$ cat src/rtl/hilo_ctrl.sv
// HI/LO sequencing controller: launches the multiplier or divider, waits for its
// completion handshake, sign-corrects divider results and commits HI/LO.
module hilo_ctrl #(
    parameter int unsigned TIMEOUT = 48
) (
    input  logic        Clock,
    input  logic        Reset,
    input  logic        Start,
    input  logic [1:0]  Op,
    input  logic [31:0] A,
    input  logic [31:0] B,
    output logic        DivStart,
    output logic [31:0] DivA,
    output logic [31:0] DivB,
    input  logic        DivDone,
    input  logic [31:0] DivHigh,
    input  logic [31:0] DivLow,
    input  logic        DivZero,
    output logic        MulStart,
    output logic [31:0] MulA,
    output logic [31:0] MulB,
    input  logic        MulDone,
    input  logic [31:0] MulHigh,
    input  logic [31:0] MulLow,
    output logic        Busy,
    output logic        Done,
    output logic [31:0] Hi,
    output logic [31:0] Lo,
    output logic        DivZeroExc,
    output logic        TimeoutExc
);

    localparam int unsigned CW = $clog2(TIMEOUT + 1);

    typedef enum logic [2:0] {IDLE, ISSUE, GUARD, WAIT, WRITE} state_t;
    typedef enum logic [1:0] {OP_MULT = 2'b00, OP_DIV = 2'b01, OP_MTHI = 2'b10, OP_MTLO = 2'b11} op_t;

    state_t         state_q, state_d;
    logic           is_div_q, is_div_d;
    logic [31:0]    div_a_q, div_a_d, div_b_q, div_b_d;
    logic [31:0]    mul_a_q, mul_a_d, mul_b_q, mul_b_d;
    logic [CW-1:0]  cnt_q, cnt_d;
    logic [31:0]    hi_q, hi_d, lo_q, lo_d;
    logic           busy_q, busy_d;
    logic           done_q, done_d;
    logic           div_start_q, div_start_d;
    logic           mul_start_q, mul_start_d;
    logic           dz_exc_q, dz_exc_d;
    logic           to_exc_q, to_exc_d;

    op_t            op_in;
    logic           unit_done;
    logic           s_a, s_b;
    logic [31:0]    quot_fix, rem_fix;

    assign op_in     = op_t'(Op);
    assign unit_done = is_div_q ? DivDone : MulDone;
    assign s_a       = div_a_q[31];
    assign s_b       = div_b_q[31];
    assign quot_fix  = (s_a ^ s_b) ? (~DivHigh + 32'd1) : DivHigh;
    assign rem_fix   = s_a ? (~DivLow + 32'd1) : DivLow;

    always_comb begin
        state_d     = state_q;
        is_div_d    = is_div_q;
        div_a_d     = div_a_q;
        div_b_d     = div_b_q;
        mul_a_d     = mul_a_q;
        mul_b_d     = mul_b_q;
        cnt_d       = cnt_q;
        hi_d        = hi_q;
        lo_d        = lo_q;
        done_d      = 1'b0;
        div_start_d = 1'b0;
        mul_start_d = 1'b0;
        dz_exc_d    = 1'b0;
        to_exc_d    = 1'b0;

        case (state_q)
            IDLE: begin
                if (Start) begin
                    case (op_in)
                        OP_MTHI: begin
                            hi_d   = A;
                            done_d = 1'b1;
                        end
                        OP_MTLO: begin
                            lo_d   = A;
                            done_d = 1'b1;
                        end
                        OP_MULT: begin
                            mul_a_d     = A;
                            mul_b_d     = B;
                            is_div_d    = 1'b0;
                            mul_start_d = 1'b1;
                            state_d     = ISSUE;
                        end
                        default: begin
                            div_a_d     = A;
                            div_b_d     = B;
                            is_div_d    = 1'b1;
                            div_start_d = 1'b1;
                            state_d     = ISSUE;
                        end
                    endcase
                end
            end
            ISSUE: state_d = GUARD;
            GUARD: begin
                cnt_d   = '0;
                state_d = WAIT;
            end
            WAIT: begin
                // Results are committed on entry to WRITE so HI/LO are valid while Done is high
                if (unit_done) begin
                    state_d = WRITE;
                    if (is_div_q && DivZero) begin
                        dz_exc_d = 1'b1;
                    end else begin
                        done_d = 1'b1;
                        hi_d   = is_div_q ? rem_fix  : MulHigh;
                        lo_d   = is_div_q ? quot_fix : MulLow;
                    end
                end else if (cnt_q == CW'(TIMEOUT - 1)) begin
                    to_exc_d = 1'b1;
                    cnt_d    = '0;
                    state_d  = IDLE;
                end else begin
                    cnt_d = cnt_q + 1'b1;
                end
            end
            WRITE: state_d = IDLE;
            default: state_d = IDLE;
        endcase

        busy_d = (state_d != IDLE);
    end

    always_ff @(posedge Clock) begin
        if (!Reset) begin
            state_q     <= IDLE;
            is_div_q    <= 1'b0;
            div_a_q     <= '0;
            div_b_q     <= '0;
            mul_a_q     <= '0;
            mul_b_q     <= '0;
            cnt_q       <= '0;
            hi_q        <= '0;
            lo_q        <= '0;
            busy_q      <= 1'b0;
            done_q      <= 1'b0;
            div_start_q <= 1'b0;
            mul_start_q <= 1'b0;
            dz_exc_q    <= 1'b0;
            to_exc_q    <= 1'b0;
        end else begin
            state_q     <= state_d;
            is_div_q    <= is_div_d;
            div_a_q     <= div_a_d;
            div_b_q     <= div_b_d;
            mul_a_q     <= mul_a_d;
            mul_b_q     <= mul_b_d;
            cnt_q       <= cnt_d;
            hi_q        <= hi_d;
            lo_q        <= lo_d;
            busy_q      <= busy_d;
            done_q      <= done_d;
            div_start_q <= div_start_d;
            mul_start_q <= mul_start_d;
            dz_exc_q    <= dz_exc_d;
            to_exc_q    <= to_exc_d;
        end
    end

    assign DivStart   = div_start_q;
    assign DivA       = div_a_q;
    assign DivB       = div_b_q;
    assign MulStart   = mul_start_q;
    assign MulA       = mul_a_q;
    assign MulB       = mul_b_q;
    assign Busy       = busy_q;
    assign Done       = done_q;
    assign Hi         = hi_q;
    assign Lo         = lo_q;
    assign DivZeroExc = dz_exc_q;
    assign TimeoutExc = to_exc_q;

endmodule

$ cat config.mk
export PLATFORM = sky130hd
export DESIGN_NAME = hilo_ctrl
export DESIGN_NICKNAME = d
export VERILOG_FILES = /design/src/rtl/hilo_ctrl.sv
export SDC_FILE = /design/constraint.sdc
export NUM_CORES = 1
export LEC_CHECK = 0
export CAP_MARGIN = 40
export CORE_MARGIN = 5
export CORE_UTILIZATION = 44
export DETAILED_ROUTE_END_ITERATION = 6
export GPL_TIMING_DRIVEN = 0
export HOLD_SLACK_MARGIN = 0.05
export PLACE_DENSITY = 0.82
export RECOVER_POWER = 25
export SLEW_MARGIN = 20
export SYNTH_ARGS = -nofsm -noshare
export SYNTH_HDL_FRONTEND = slang
export SYNTH_SLANG_ARGS = --single-unit
$ cat constraint.sdc
create_clock -name Clock -period 4.1 [get_ports Clock]
set_clock_uncertainty 0.1 [all_clocks]
set_input_delay 0.82 -clock Clock [delete_from_list [all_inputs] [get_ports Clock]]
set_output_delay 0.82 -clock Clock [all_outputs]
set_load 0.02 [all_outputs]
==> impl_results.md <==
- Placed cell areas: between 10000 and 15000 sq um
- Total Routed Length: approximately 47000 um
- Hold/Removal Path Class: reg -> reg
- Crit path cell chain: clkdlybuf4s50_1 -> nor4_2 -> nand4b_1 -> o41ai_1 -> xor2_1 -> a2111oi_0 -> a31o_2
- DR pass1 iterations: 7
- Failing checks: design-rule violations
- Adder-cell share of the synthesized area: less than 1%
- #FFs+latches synth: about 210
- Drt drc: 3
- Root buffer selected by CTS: clkbuf_16
- Crit path buf inv count: 1
- Slew Limit Fails: 0
- Deepest clock path buffer count: 3
- TritonCTS clock tree: built
- Synthesis warning total: 0
- Finished Cell Area: around 15000 sq um
- RSZ-0062 raised after global routing: no
- FP Rows: between 50 and 60
- Final Cycle Share: a little over nine tenths
- Worst path max stage delay: 0.87 ns
- Dpl cells: ~1800
- Pin count of the biggest net entering global routing: 14
- Max_slew headroom: 36.2%
- MaxCap Viol Count: 0
- Sequential area share after synthesis: between 40% and 50%
- Wire length on met2: roughly 22000 um
- H-tree levels: 1
- Vias: roughly 11000
- I/O pin cnt: a little under 400
- CP Class: in -> reg
- Die area: between 20000 and 30000 sq um
- Placer Congestion: roughly 1
- FFs w/ async S/R, synth: 0%
- Simple-gate share of the synthesized area: between 10% and 20%
- Largest fanout on the critical path: 9
- F_max: between 0.2 and 0.3 GHz
- P per Cell Area: ~370 nW/um^2
- Vias/cell: between 6 and 7
- Detailed Place HPWL: approximately 37000 um
- Hold-fix buffers, CTS: 0
- Worst EP arrival: 4.29 ns
- Cell Count, Final, Fillers Out: 1876
- Post-Synthesis Mean Instance Area: 8.36 sq um
- Total grt overflow: 0
- Vias in the first global route: approximately 11000
- Met1 WL: roughly 17000 um
- Critical path launch point type: input pin
- Total negative slack: 0 ns
- Worst VDD drop: 0.268 mV
- Yosys cell types: ~70
- Initial antenna violation count: 5
- Outcome: finished with violations
- Cts repair resizes: 0
- Hold Vio Cnt, Final: 0
- Buffers inserted by post-CTS timing repair: 0
- Initial Utilization: 44.5%
- Number of port buffers: between 300 and 400
- Nets: roughly 1800
- Worst Tran Pin Value: 0.948 ns
- Die width: between 150 and 200 um
- Setup-failing EPs final: 0
- Global-route wire length before repair: 68000 um
- Net count after synthesis: between 1000 and 1500
- Slowest cell on crit path: nor4_2
- Synthesized area: 9680 sq um
- Cells after synthesis: ~1200
- Top_reg_cell synth: dfxtp_1
- Reg-to-reg setup timing slack: roughly 0.7 ns
- Setup WS pre-CTS: -0.239 ns
- Layout cells sized above 1: approximately 4.0%
- Synth Area in XOR/XNOR: approximately 4.5%
- WP data required: between 4 and 5 ns
- Multiplexer share of the synthesized area: under 10%
- Filler instances: 1852
- Iteration-0 DRC Markers: roughly 1100
- Largest family of logic cells by synthesized area: compound AO/OA/AOI/OAI gates
- Clock buffer count from CTS: 22
- Core area: 21800 sq um
- Tot Pwr: between 5 and 6 mW
- Commonest non-fill, non-tap cell in the layout: clkdlybuf4s50_1
- Final Critical Period: slightly below 4 ns
- Final WS setup: about 0.16 ns
- WHS: between 0.3 and 0.4 ns
- Number of synthesized flops with an enable pin: 0
- Routed WL per cell: 25.2 um
- Critical Path Sink Type: flop
- Post-synthesis to final-layout area growth: 52.4%
- ANT nets after route: 0
- Most frequent cells in the layout: clkdlybuf4s50_1 (297), dfxtp_1 (208), nand2_1 (165)
- Post-layout util: 67.8%
- Tot GR Track Use: a little over a third
- Top delay family on crit path: compound AO/OA/AOI/OAI gates
- Routed wl met3: between 5000 and 6000 um
- Worst-path clk slew: 0.06 ns
- Max Used Layer: met5
- Die Span Y: 158 um
- Skew-Pair Late Insertion Delay: 0.51 ns
- LEAKAGE: between 5 and 6 nW
- Compound-Gate Fraction of Synth Area: between 20% and 30%
- CTS Sinks: between 200 and 250
worst min-delay path, cell delays in order, from the launching register on:
cell     delay [ns]
dfxtp_1        0.31
nand2_1        0.05
a21oi_1        0.05
per-layer routing:
metal / track usage, % / vias to the layer above
met1: 43.0 / 5348
met5: 0 / -
li1: - / 5087
met3: 8.32 / 153
met2: 59.9 / 740
met4: 17.8 / 2
synth_stat cells (4+ instances only):
master     number  area [sq um]
a311oi_1        4          35.0
mux2_2          4          45.0
nand4_1         8          50.1
nand2b_1        9          56.3
a22o_1         65           569
o22a_1          4          35.0
nand2_1       165           619
nor4_1         10          62.6
or4_1           7          52.6
a21boi_0       25           188
a222oi_1        4          40.0
o211ai_1        6          45.0
or3_1          14          87.6
buf_1          13          48.8
a21oi_1       139           696
o22ai_1        11          68.8
or2_2           4          25.0
nor2_1         65           244
a2111oi_0       6          52.6
a31oi_1        11          68.8
dfxtp_1       208          4160
and3_1         11          68.8
clkbuf_1       76           285
a211oi_1       13          97.6
inv_1          11          41.3
o31ai_1        12          90.1
o21ai_0        69           345
nand3_1        20           100
nor3_1         22           110
nor2b_1         5          31.3
mux2i_1        11           110
a221oi_1        9          78.8
o41ai_1         8          70.1
xor2_1         31           272
xnor2_1        19           166
o221ai_1        4          35.0
sequential cells by signal, indices dropped and copies added (netlist names):
register    flops
cnt_q           6
MulStart        1
MulB           32
TimeoutExc      1
Done            1
DivB           32
DivZeroExc      1
is_div_q        1
Busy            1
MulA           32
DivStart        1
Lo             32
DivA           32
state_q         3
Hi             32
final timing paths:
check	startpoint	end	cells past startpoint
max reg2reg	is_div_q$_SDFFE_PN0P_	Lo[21]$_SDFFE_PN0P_	7
min reg2reg	DivA[23]$_SDFFE_PN0P_	DivA[23]$_SDFFE_PN0P_	2
max	DivHigh[4]	Lo[25]$_SDFFE_PN0P_	7
min	DivA[23]$_SDFFE_PN0P_	DivA[23]$_SDFFE_PN0P_	2
where the power goes:
group	leakage, nW	switching, mW	total (mW)	internal [mW]
Sequential	1.69	0.0746	2.22	2.14
Combinational	3.39	0.734	1.27	0.532
Clock	0.359	0.815	2.02	1.20
area by class of cell:
type                            count  area (sq um)  area share, %
Antenna cell                        4          10.0         0.0679
Buffer                             92           355           2.41
Clock buffer                       33           683           4.63
Clock inverter                      3          43.8          0.297
Inverter                           11          41.3          0.280
Multi-Input combinational cell    846          5110           34.7
Sequential cell                   208          4160           28.2
Tap cell                          280           350           2.38
Timing Repair Buffer              399          3990           27.0
cell families (layout without fill, tap and decap cells):
kind of cell               Yosys count  count (layout)
AOI/OAI and AO/OA                  422             422
other                                0               4
muxes                               15              15
xor gates and xnor gates            50              50
and+or+nand+nor                    356             356
buffers and inverters              103             538
adders and majority gates            3               3
DFF                                208             208
Power figures use the tool's default switching activity.
